`config.mk`:
```
export PLATFORM = sky130hd
export DESIGN_NAME = inst_fetch_bridge_flat
export DESIGN_NICKNAME = d
export VERILOG_FILES = /design/src/rtl/inst_fetch_bridge_if.sv /design/src/rtl/inst_fetch_bridge.sv /design/src/flat_wrapper.sv
export SDC_FILE = /design/constraint.sdc
export NUM_CORES = 1
export LEC_CHECK = 0
export ABC_AREA = 1
export BUFFER_PORTS_ARGS = -buffer_cell sky130_fd_sc_hd__buf_2
export CELL_PAD_IN_SITES_DETAIL_PLACEMENT = 1
export CELL_PAD_IN_SITES_GLOBAL_PLACEMENT = 2
export CORE_ASPECT_RATIO = 0.7
export CORE_MARGIN = 1
export CORE_UTILIZATION = 25
export DETAILED_ROUTE_END_ITERATION = 10
export PLACE_DENSITY_LB_ADDON = 0.3
export SLEW_MARGIN = 10
export SYNTH_ARGS = -nofsm -noshare
export SYNTH_HDL_FRONTEND = slang
export SYNTH_SLANG_ARGS = --single-unit
```
`constraint.sdc`:
```
create_clock -name clk -period 1.4 [get_ports clk]
set_input_delay 0.07 -clock clk [delete_from_list [all_inputs] [get_ports clk]]
set_output_delay 0.07 -clock clk [all_outputs]
set_load 0.02 [all_outputs]
```
`src/rtl/inst_fetch_bridge_if.sv`:
```
// inst_fetch_bridge_if: SRAM-like instruction bus (req / addr_ok / data_ok).
interface inst_fetch_bridge_if #(
  parameter int ADDR_W = 32,
  parameter int DATA_W = 32
);
  logic              inst_req;
  logic [ADDR_W-1:0] inst_addr;
  logic              inst_addr_ok;
  logic [DATA_W-1:0] inst_rdata;
  logic              inst_data_ok;
  modport master (output inst_req, inst_addr, input inst_addr_ok, inst_rdata, inst_data_ok);
  modport slave (input inst_req, inst_addr, output inst_addr_ok, inst_rdata, inst_data_ok);
endinterface

```
`src/rtl/inst_fetch_bridge.sv`:
```
// inst_fetch_bridge: one bus read per PC, hands instructions to IF/ID and stalls the PC otherwise.
module inst_fetch_bridge #(
  parameter int ADDR_W = 32,
  parameter int DATA_W = 32
) (
  input  logic                clk,
  input  logic                rst,
  input  logic [ADDR_W-1:0]   pc_i,
  input  logic                flush_i,
  input  logic                id_stall_i,
  output logic                pc_stall_o,
  inst_fetch_bridge_if.master bus,
  output logic [DATA_W-1:0]   inst_o,
  output logic [ADDR_W-1:0]   inst_pc_o,
  output logic                inst_valid_o,
  output logic                adel_o
);
  typedef enum logic [2:0] {IDLE, REQ, WAIT, HOLD, DISCARD} state_e;
  state_e            state_q, state_d;
  logic              flush_pend_q, flush_pend_d;
  logic              req_q, req_d;
  logic [ADDR_W-1:0] addr_q, addr_d;
  logic [DATA_W-1:0] buf_q, buf_d;
  logic [DATA_W-1:0] inst_q, inst_d;
  logic [ADDR_W-1:0] inst_pc_q, inst_pc_d;
  logic              valid_q, adel_q, adel_d;
  logic              hand;
  logic [DATA_W-1:0] hand_data;
  logic [ADDR_W-1:0] hand_pc;
  logic              hand_adel;

  always_comb begin
    state_d      = state_q;
    flush_pend_d = flush_pend_q;
    req_d        = req_q;
    addr_d       = addr_q;
    buf_d        = buf_q;
    hand         = 1'b0;
    hand_data    = '0;
    hand_pc      = addr_q;
    hand_adel    = 1'b0;
    case (state_q)
      IDLE: if (!flush_i) begin
        if (pc_i[1:0] != 2'b00) begin
          hand      = !id_stall_i;
          hand_pc   = pc_i;
          hand_adel = 1'b1;
        end else begin
          addr_d  = pc_i;
          req_d   = 1'b1;
          state_d = REQ;
        end
      end
      REQ: if (bus.inst_addr_ok) begin
        req_d        = 1'b0;
        flush_pend_d = 1'b0;
        state_d      = (flush_i || flush_pend_q) ? DISCARD : WAIT;
      end else if (flush_i) flush_pend_d = 1'b1;
      WAIT: if (flush_i) state_d = bus.inst_data_ok ? IDLE : DISCARD;
      else if (bus.inst_data_ok) begin
        hand      = !id_stall_i;
        hand_data = bus.inst_rdata;
        buf_d     = bus.inst_rdata;
        state_d   = id_stall_i ? HOLD : IDLE;
      end
      HOLD: if (flush_i) state_d = IDLE;
      else if (!id_stall_i) begin
        hand      = 1'b1;
        hand_data = buf_q;
        state_d   = IDLE;
      end
      DISCARD: state_d = bus.inst_data_ok ? IDLE : DISCARD;
      default: state_d = IDLE;
    endcase
    inst_d    = hand ? hand_data : inst_q;
    inst_pc_d = hand ? hand_pc : inst_pc_q;
    adel_d    = hand ? hand_adel : adel_q;
  end

  always_ff @(posedge clk) begin
    if (rst) begin
      state_q      <= IDLE;
      flush_pend_q <= 1'b0;
      req_q        <= 1'b0;
      addr_q       <= '0;
      buf_q        <= '0;
      inst_q       <= '0;
      inst_pc_q    <= '0;
      valid_q      <= 1'b0;
      adel_q       <= 1'b0;
    end else begin
      state_q      <= state_d;
      flush_pend_q <= flush_pend_d;
      req_q        <= req_d;
      addr_q       <= addr_d;
      buf_q        <= buf_d;
      inst_q       <= inst_d;
      inst_pc_q    <= inst_pc_d;
      valid_q      <= hand;
      adel_q       <= adel_d;
    end
  end

  assign pc_stall_o    = !hand;
  assign bus.inst_req  = req_q;
  assign bus.inst_addr = addr_q;
  assign inst_o        = inst_q;
  assign inst_pc_o     = inst_pc_q;
  assign inst_valid_o  = valid_q;
  assign adel_o        = adel_q;
endmodule

```
`src/flat_wrapper.sv`:
```
// flat-port wrapper written by rule: the top's interface ports become plain ports
module inst_fetch_bridge_flat 
#(
  parameter int ADDR_W = 32,
  parameter int DATA_W = 32
)
  (clk, rst, pc_i, flush_i, id_stall_i, pc_stall_o, inst_o, inst_pc_o, inst_valid_o, adel_o, bus_inst_req, bus_inst_addr, bus_inst_addr_ok, bus_inst_rdata, bus_inst_data_ok);
  inst_fetch_bridge_if #(.ADDR_W(ADDR_W), .DATA_W(DATA_W)) bus_i ();
  input  logic clk;
  input  logic rst;
  input  logic [ADDR_W-1:0] pc_i;
  input  logic flush_i;
  input  logic id_stall_i;
  output logic pc_stall_o;
  output logic [DATA_W-1:0] inst_o;
  output logic [ADDR_W-1:0] inst_pc_o;
  output logic inst_valid_o;
  output logic adel_o;
  output wire logic [$bits(bus_i.inst_req)-1:0] bus_inst_req;
  output wire logic [$bits(bus_i.inst_addr)-1:0] bus_inst_addr;
  input wire logic [$bits(bus_i.inst_addr_ok)-1:0] bus_inst_addr_ok;
  input wire logic [$bits(bus_i.inst_rdata)-1:0] bus_inst_rdata;
  input wire logic [$bits(bus_i.inst_data_ok)-1:0] bus_inst_data_ok;
  assign bus_inst_req = bus_i.inst_req;
  assign bus_inst_addr = bus_i.inst_addr;
  assign bus_i.inst_addr_ok = bus_inst_addr_ok;
  assign bus_i.inst_rdata = bus_inst_rdata;
  assign bus_i.inst_data_ok = bus_inst_data_ok;
  inst_fetch_bridge #(.ADDR_W(ADDR_W), .DATA_W(DATA_W)) u_core (.clk(clk), .rst(rst), .pc_i(pc_i), .flush_i(flush_i), .id_stall_i(id_stall_i), .pc_stall_o(pc_stall_o), .bus(bus_i), .inst_o(inst_o), .inst_pc_o(inst_pc_o), .inst_valid_o(inst_valid_o), .adel_o(adel_o));
endmodule
```
==> results_dict.tcl <==
set metrics [dict create \
    status "finished with violations" \
    violations "setup timing" \
    synth-seq-cells 135 \
    r2r_start "u_core.state_q[2]" \
    fin_ws_ps -215.0 \
    vias 6577 \
    slowest_delay_ps 370 \
    core_mm2 0.02262 \
    holdPathStages 5 \
    rows 46 \
    die_y_um 129.0 \
    skew_ps 9.999 \
    antenna_left 0 \
    maxCapViolCount 0 \
    cp.arrival_ps 1540 \
    worstPathCellList "nor3_4, nand2_2, o21ai_4, nor2_4, buf_12, buf_8" \
    areaGrowthSynthToFinish_pct 76.22 \
    ys_seq_area_share_pct 46.91 \
    grt_pass1_wl_um 34150 \
    end_kind "primary output" \
    slowest_stage "dfxtp_4" \
    ys_types 16 \
    switchingPower_mw 2.822 \
    rr_endpoint "u_core.inst_o[6]" \
    portBuffers 169 \
    hold_viol 0 \
    required_ps 1330 \
    synthesis.nets 914 \
    layout-drive-gt1-share_pct 38.24 \
    grtUsageTotal_pct 18.65 \
    grt_pass1_vias 6312 \
    diodes 0 \
    power_density_mw_per_mm2 1044 \
    dieArea_mm2 0.02367 \
    hpwl_um 13340 \
    internal-power_mw 7.777 \
    drt_iter0_drc 255 \
    final_cell_mix "nand2_1 (174), buf_2 (168), dfxtp_1 (132)" \
    ioPinCount 170 \
    antenna_found_initial 0 \
    cts.sink_count 135 \
    yosysWarningCount 0 \
    whs_ps 31.75 \
    switching_share_pct 26.62 \
    cp_max_fo 4 \
    r2r_cells 10 \
    wl_per_cell_um 16.87 \
    route.detailed.drc 0 \
    clkPwrFrac_pct 46.4 \
    grt_max_degree 69 \
    hp-class "input pin to flip-flop" \
    post-route-util_pct 44.89 \
    leakagePower_nw 4.595 \
    critPathLaunchType "flip-flop" \
    nets 1192 \
    synth_top_area_cell "dfxtp_1" \
    grt_overflow 0 \
    insertion_delay_ps 430 \
    ir_worst_vdd_v 0.0008380 \
    initial_utilization_pct 25.47 \
    die_x_um 183.5 \
    r2r_slack_ps -210 \
    holdCritStartpoint "pc_i[1]" \
    path_clk_slew_ps 70 \
    finalWirelength_um 24420 \
    worstSetupPathType "flip-flop to primary output" \
    final.min_clock_period_ps 1615 \
    syn_area_mm2 0.005762 \
    h-tree-depth 4 \
    seq_power_share_pct 38.3 \
    synth_top_area_share_pct 46.91 \
    vias_per_cell 4.545 \
    hold_path_end "u_core.inst_pc_o[1]" \
    setup_viol 108 \
    clock_path_buffers 2 \
    dr.pass1.iters 4 \
    period_share_pct 115.4 \
    final_common_cell "nand2_1" \
    max_slew.worst_pin.slew_ps 876.4 \
    gp_congestion 0.7646 \
    synthTopCellsByArea "dfxtp_1 (47%), nand2_1 (14%), nand3_1 (9.1%)" \
    grt_setup_unrepaired "yes" \
    syn_area_per_cell_um2 6.827 \
    max_freq_mhz 619.2 \
    drv_slew 0 \
    cts_tree "yes" \
    cts_buffers 17 \
    combPwrFrac_pct 15.3 \
    slew-limit-headroom_pct 41.36 \
    root_buffer "clkbuf_16" \
    postSynthCellCount 844 \
]
worst max-delay path: cells and delay by family, from the launching register on:
kind	cells	cell delay (ps)
DFF	1	370
buffers and inverters	2	250
AOI/OAI and AO/OA	1	110
and+or+nand+nor	3	390
synthesized netlist by cell type, drive strengths merged:
master and instances:
nand4 1, nor2 83, nand2 215, buf 21, clkbuf 38, a21oi 101
nand3 105, o21ai 65, inv 77, nor3 3, dfxtp 135
power groups by stage:
stage / clock network, mW / registers, mW / logic (mW)
finish: 4.92 / 4.06 / 1.62
global route: 5.21 / 4.07 / 1.77
CTS: 5.05 / 4.05 / 1.40
detailed placement: 0 / 4.14 / 1.18
global placement: 0 / 4.14 / 1.17
floorplan: 0 / 4.28 / 0.516
sequential cells by signal, summed over array words and instances, names as in the netlist:
| signal | flops |
|---|---|
| u_core.state_q | 3 |
| u_core.bus.inst_req | 1 |
| u_core.inst_valid_o | 1 |
| u_core.inst_pc_o | 32 |
| u_core.flush_pend_q | 1 |
| u_core.adel_o | 1 |
| u_core.buf_q | 32 |
| u_core.inst_o | 32 |
| u_core.bus.inst_addr | 32 |
metrics by stage:
| step | total power [mW] | worst slack [ps] | area (um2) | setup TNS, ps | instances |
|---|---|---|---|---|---|
| 2_1_floorplan | 4.796 | -40.97 | 5833 | -2298 | 844 |
| 3_3_place_gp | 5.310 | -125.8 | 7322 | -5653 | 1309 |
| 3_5_place_dp | 5.319 | -184.4 | 7322 | -10920 | 1309 |
| 4_1_cts | 10.50 | -197.2 | 9135 | -11020 | 1427 |
| 5_1_grt | 11.05 | -294.2 | 10150 | -19390 | 1447 |
| 6_report | 10.60 | -215.0 | 10150 | -10830 | 1447 |
area by class of cell:
cell class                 instances  area, um2
fill                            2689      12470
sequential                       135       2714
clock buffer                      23      508.0
timing repair buffer             317       2825
clock inverter                     9      137.6
tap                              312      390.4
inverter                          77      291.5
multi-input combinational        574       3287
repair_timing:
action	CTS	global route
hold endpoints to repair	63	0
setup endpoints to repair	127	132
pin swaps	6	20
buffers inserted	16	7
hold buffers	63	0
resized for setup	49	195
cloned	7	17
how the worst max path moves through the flow:
stage | start | slack, ps | endpoint | cells past startpoint
final | u_core.state_q[2] | -210 | pc_stall_o | 6
after global routing | u_core.state_q[2] | -290 | u_core.inst_pc_o[4] | 11
after CTS | u_core.state_q[2] | -200 | pc_stall_o | 8
after detailed placement | u_core.state_q[2] | -180 | u_core.inst_o[15] | 8
after global placement | u_core.state_q[2] | -130 | u_core.state_q[2] | 7
after floorplan | u_core.state_q[1] | -40 | u_core.inst_o[10] | 7
cells by family (layout without fill, tap and decap cells):
| kind of cell | count (synthesis) | in the layout | share of synthesized area (%) |
|---|---|---|---|
| DFF | 135 | 135 | 46.91 |
| buffers and inverters | 136 | 426 | 9.316 |
| AOI/OAI and AO/OA | 166 | 166 | 14.55 |
| and+or+nand+nor | 407 | 408 | 29.23 |
metal layers:
layer	share of wire [%]	wire [um]	global-route usage, %	vias to the layer above
li1	-	-	-	3273
met1	51	12390	25.42	3183
met2	44	10850	29.06	102
met3	3.9	942	4.918	19
met4	0.98	240	5.147	0
met5	0	0	0	-
Power figures use the tool's default switching activity.
